$ cat src/rtl/regfile_mp.sv
// rtl/regfile_mp.sv - multi-port register file with init sweep (optional forwarding: REGFILE_BYPASS_EN)
module regfile_mp #(
  parameter int DWIDTH    = 32,
  parameter int AWIDTH    = 5,
  parameter int NREAD     = 2,
  parameter int ZERO_REG  = 1,
  parameter int INIT_MODE = 1
) (
  input  logic                     r_clk,
  input  logic                     r_rst,
  input  logic                     r_clr,
  output logic                     r_busy,
  input  logic                     r_wr_en0,
  input  logic [AWIDTH-1:0]        r_addr_in0,
  input  logic [DWIDTH-1:0]        r_data_in0,
  input  logic                     r_wr_en1,
  input  logic [AWIDTH-1:0]        r_addr_in1,
  input  logic [DWIDTH-1:0]        r_data_in1,
  output logic                     r_wr_drop,
  input  logic [NREAD*AWIDTH-1:0]  r_addr_out,
  output logic [NREAD*DWIDTH-1:0]  r_data_out
);

  localparam int DEPTH = 1 << AWIDTH;
  localparam logic [AWIDTH-1:0] LAST_PTR = '1;

  typedef enum logic {IDLE, INIT} state_t;

  state_t            state;
  logic [AWIDTH-1:0] ptr;
  logic [DWIDTH-1:0] mem [DEPTH];
  logic [DWIDTH-1:0] init_val;
  logic              wr_ok0;
  logic              wr_ok1;

  assign init_val = (INIT_MODE != 0) ? DWIDTH'(ptr) : '0;
  assign wr_ok0   = r_wr_en0 && !((ZERO_REG != 0) && (r_addr_in0 == '0));
  assign wr_ok1   = r_wr_en1 && !((ZERO_REG != 0) && (r_addr_in1 == '0));

  // control FSM: reset/clear start the sweep, busy and drop flags are registered
  always_ff @(posedge r_clk) begin
    if (r_rst) begin
      state     <= INIT;
      ptr       <= '0;
      r_busy    <= 1'b1;
      r_wr_drop <= 1'b0;
    end else begin
      case (state)
        INIT: begin
          r_wr_drop <= r_wr_en0 | r_wr_en1;
          ptr       <= ptr + 1'b1;
          if (ptr == LAST_PTR) begin
            state  <= IDLE;
            r_busy <= 1'b0;
          end
        end
        default: begin
          r_wr_drop <= 1'b0;
          if (r_clr) begin
            state  <= INIT;
            ptr    <= '0;
            r_busy <= 1'b1;
          end
        end
      endcase
    end
  end

  // array update: sweep value in INIT, else port 0 then port 1 so port 1 wins on collision
  always_ff @(posedge r_clk) begin
    if (!r_rst) begin
      if (state == INIT) begin
        mem[ptr] <= init_val;
      end else begin
        if (wr_ok0) mem[r_addr_in0] <= r_data_in0;
        if (wr_ok1) mem[r_addr_in1] <= r_data_in1;
      end
    end
  end

  // combinational read lanes, forced to zero while busy or on the hardwired zero entry
  always_comb begin
    r_data_out = '0;
    for (int k = 0; k < NREAD; k++) begin
      logic [AWIDTH-1:0] ra;
      ra = r_addr_out[k*AWIDTH +: AWIDTH];
      if (r_busy || ((ZERO_REG != 0) && (ra == '0))) begin
        r_data_out[k*DWIDTH +: DWIDTH] = '0;
      end else begin
`ifdef REGFILE_BYPASS_EN
        if (wr_ok1 && (r_addr_in1 == ra))
          r_data_out[k*DWIDTH +: DWIDTH] = r_data_in1;
        else if (wr_ok0 && (r_addr_in0 == ra))
          r_data_out[k*DWIDTH +: DWIDTH] = r_data_in0;
        else
          r_data_out[k*DWIDTH +: DWIDTH] = mem[ra];
`else
        r_data_out[k*DWIDTH +: DWIDTH] = mem[ra];
`endif
      end
    end
  end

endmodule

$ cat config.mk
export PLATFORM = sky130hd
export DESIGN_NAME = regfile_mp
export DESIGN_NICKNAME = d
export VERILOG_FILES = /design/src/rtl/regfile_mp.sv
export SDC_FILE = /design/constraint.sdc
export NUM_CORES = 2
export LEC_CHECK = 0
export BUFFER_PORTS_ARGS = -buffer_cell sky130_fd_sc_hd__buf_2
export CORE_UTILIZATION = 53
export DETAILED_ROUTE_END_ITERATION = 16
export PLACE_DENSITY = 0.77
export RECOVER_POWER = 100
export SETUP_SLACK_MARGIN = 0.2
export SLEW_MARGIN = 5
export SYNTH_ARGS = -nofsm -noshare
export SYNTH_HDL_FRONTEND = slang
export SYNTH_SLANG_ARGS = --single-unit
$ cat constraint.sdc
create_clock -name r_clk -period 11.4 [get_ports r_clk]
set_clock_uncertainty 0.1 [all_clocks]
set_input_delay 0.57 -clock r_clk [delete_from_list [all_inputs] [get_ports r_clk]]
set_output_delay 0.57 -clock r_clk [all_outputs]
set_load 0.02 [all_outputs]
# Yosys cells after proc, flatten, opt, wreduce, memory -nomap -nowiden
# Memories as Yosys holds them, arrays and structs flattened.
# Index checks and enable logic that the tools add are counted.
# op_classes
div_mod_pow	0
mux	24
addsub	1
magnitude_cmp	0
multipliers	0
eq_ne	2
bitwise	2
shifts	0
n_reduce_logical	14
# op_table
operator	count
2-to-1 mux 32 bit	3
OR reduction 32 bit	1
zero test 5 bit	4
2-to-1 mux 1 bit	18
2-to-1 mux 5 bit	3
adder 5 x 1 -> 5 bit (second input constant)	1
== test 5 bit (second input constant)	1
logical AND 1 bit	2
zero test 1 bit	2
logical OR 1 bit	2
!= test 2 x 1 -> 1 bit (second input constant)	1
AND reduction 2 bit	1
nonzero test 2 bit	1
OR reduction 2 bit	1
inverter 1 bit	1
OR 1 bit	1
# word_totals
inputBits	89
latch_bits	0
mem_bits_ro	0
output_inout_bits	66
mem_bits_rw	1024
register_bits	8
word_cells	48
mem_count	1
# memory_table
memory	words	word_bits	rd	rd_clocked_by_memory_dff	wr	line_no	source
mem	32	32	2	0	2	31	logic [DWIDTH-1:0] mem [DEPTH];

# Depth between registers and ports, before layout
# logic_depth
word_depth	9
ltp_mapped	8
depth_no_buf	5

# Least setup slack after synthesis
# No wires, ideal clock.
# synth_path
path_kind	input port to flip-flop
startpoint	input port r_rst
endpoint	memory mem[17][0], enable pin
t_required_ps	10834
t_arrival_ps	4102
path_slack_ps	6732
stages	5
setup_ps	466
path_buffers	1
path_cell_list	or3b_1 o21a_1 or3b_2 clkbuf_1 o21ai_0
# synth_lines
element	line_no	source
start: declaration	10	input logic r_rst,
end: declaration	31	

==> reports/metrics.cfg <==
[power]
p_sw_mw = 1.92
ir_worst_vdd_uv = 111
powerDensity_nw_per_um2 = 126
comb_power_share_pct = 7.1
power_mw = 8.29
power_frac_seq_pct = 50.1
p_int_mw = 6.37
p_sw_share_pct = 23.1
p_leak_nw = 25.5
clkPwrFrac_pct = 42.8

[critical_path]
cp_slowest_stage_delay_ns = 2.47
crit_chain = or3b_1 -> a21oi_1 -> clkbuf_1 -> o21a_1 -> o21ai_0 -> clkbuf_1
slowest_stage = o21ai_0
arrival_ns = 8.43
crit_path_max_fanout = 35
crit_top_cell = clkbuf_1
required_ns = 11.55
critical_path_class = flop to flop
worstSetupStartpointType = flop
end_kind = flop

[grt]
grt_pass1_vias = 42114
gr-usage-all-layers_pct = 37.8
antenna_found_initial = 11
grt_overflow = 0
grt_pass1_wl_um = 309000
grt_max_degree = 90

[timing]
worst_pin_slew_ns = 4.38
fmax_mhz = 121
setup_viol = 0
rsz0062_at_grt = false
min_period_ns = 8.28
finalHoldViolations = 0
timing.slew.headroom_pct = -192
tns_ns = 0
drv_slew = 1773
finalCritPeriodShare_pct = 72.6

[floorplanning]
coreArea_um2 = 113000
initial_utilization_pct = 53.8
die_h_um = 341
num_rows = 123
dieArea_um2 = 116000
num_io_pins = 155
die_w_um = 341

[drt]
highest_layer = met5
wl_met1_um = 75000
drt_pass1_iterations = 6
drc = 0
dr_wl_met3_um = 36300
vias_per_cell = 7.56
ant_nets = 0
wl_met2_um = 94600
routed_wl_um = 223000
drt_iter0_markers = 7514
num_vias = 42870
wl_per_cell_um = 39.4

[cells_and_area]
nets = 4167
utilization_pct = 58.3
area_growth_pct = 8.29
drive_above_1_share_pct = 40.2

[clock_tree]
cts-buffers-inserted = 108
cts_resized = 0
ctsLongestPathBuffers = 3
clk-insertion-delay-late_ns = 0.70
cts_tree = done
hold_buffers = 0
cts_root_buffer = clkbuf_16
cts_max_level = 3
clkSinkCount = 1032
cts_setup_buffers = 0
clk_pin_slew_worst_paths_ns = 0.06

[job]
drv_cap = 69

[synth]
yosys_register_bits = 1032
synth.most_common_cell = edfxtp_1
synth-edff-count = 1024
synth_top_area_cell = edfxtp_1
postSynthAreaPerCell_um2 = 14.4
async_flop_share_pct = 0
syn_area_um2 = 60900
synth_top_cell_area_share_pct = 50.5
yosys-top-cells-area = edfxtp_1, mux2_2, mux4_2
ys_seq_area_share_pct = 50.8
netlist_top_cells_count = edfxtp_1, mux2_2, mux2i_1, clkbuf_1, a22oi_1
synthFlopType = edfxtp_1
yosysUniqueCellTypes = 57
syn_inst = 4222
synth_warnings = 0
synth_nets = 4313

[status]
outcome = finished with violations
violations = capacitance limit, slew limit

[placement]
dpl.hpwl_um = 120000
finalWeightedCongestion = 0.896
io_buffers = 154

[worst_hold_path]
hp-class = input port to flop

-- placed cells by master (no fill, tap or decap), types with 4 or more instances in the layout --
cell / n
buf_8: 5
and2_1: 4
mux2_1: 5
nor2_4: 8
o21ai_4: 10
clkbuf_1: 107
nor3_1: 4
inv_1: 4
mux2i_1: 518
nor3b_1: 4
mux4_2: 254
nand2_2: 23
a21oi_1: 75
o21ai_0: 14
buf_4: 85
and2_2: 8
nor2b_4: 8
bufinv_16: 11
a22o_1: 28
clkbuf_16: 111
clkinv_1: 25
nand3b_1: 5
a31oi_1: 29
edfxtp_1: 1024
diode_2: 10
buf_2: 97
dfxtp_1: 8
nor2_1: 18
o21bai_4: 5
nand4_1: 66
nand2_1: 55
and3_1: 36
mux2_2: 992
a22oi_1: 263
clkinv_2: 20
nand3_1: 140
and2_0: 28
o21a_1: 5
-- flip-flops by register name, indices dropped and copies added (netlist names) --
name / count
mem: 1024
ptr: 5
r_busy: 1
r_wr_drop: 1
state: 1
-- routing by layer --
layer	vias up	global-route usage, %
li1	16562	-
met1	21448	49.2
met2	3882	54.5
met3	970	12.2
met4	8	24.3
met5	-	0
-- metrics by stage --
step	cells	hold slack, ns	area, um^2	setup slack [ns]
after global routing	5664	0.0477	65900	3.24
after detailed placement	5466	0.518	62800	6.39
after global placement	5466	0.516	62800	6.42
final	5669	0.0262	65900	3.12
after floorplan	4222	0.481	60900	6.73
after CTS	5659	0.0142	66300	6.40
-- power by group through the flow --
stage                     registers [mW]  clock network (mW)  logic, mW
after floorplan                     4.23                   0      0.379
after global placement              4.23                   0      0.556
after detailed placement            4.23                   0      0.564
after CTS                           4.15                3.54      0.566
after global routing                4.15                3.68      0.600
final                               4.15                3.54      0.589
-- cell families (layout without fill, tap and decap cells) --
kind of cell	after synthesis	in the layout	synth area share [%]
multiplexers	1769	1769	36.4
flip-flops	1032	1032	50.8
buffers and inverters	536	473	3.76
AND/OR/NAND/NOR	442	442	3.99
AO/OA/AOI/OAI	441	441	5.05
adder cells (fa/ha/maj)	2	2	0.0411
other	0	10	0
-- critical path: cells and delay by family (launching register included) --
kind                   cells  cell delay [ns]
AO/OA/AOI/OAI              3             3.33
buffers and inverters      2             3.35
flip-flops                 1             0.66
AND/OR/NAND/NOR            1             0.33
-- layout make-up --
cell class | instances | area, um^2
fillers | 8661 | 47200
flip-flops and latches | 1032 | 30900
multi-input cells | 2654 | 28100
clock buffers | 131 | 2850
well taps | 1500 | 1880
repair buffers | 276 | 1560
clock inverters | 62 | 576
diodes | 10 | 25.0
inverters | 4 | 15.0
-- final timing paths --
path / slack (ns) / to / start / cells after the start
setup reg to reg: 3.12 / mem[24][10]$_DFFE_PP_ / state$_SDFF_PP1_ / 6
hold reg to reg: 0.53 / ptr[0]$_SDFFE_PP0P_ / ptr[0]$_SDFFE_PP0P_ / 2
setup / recovery: 3.12 / mem[24][10]$_DFFE_PP_ / state$_SDFF_PP1_ / 6
hold / removal: 0.03 / r_wr_drop$_SDFF_PN0_ / r_wr_en1 / 3
Note: power is estimated with default switching activity, not from simulation.
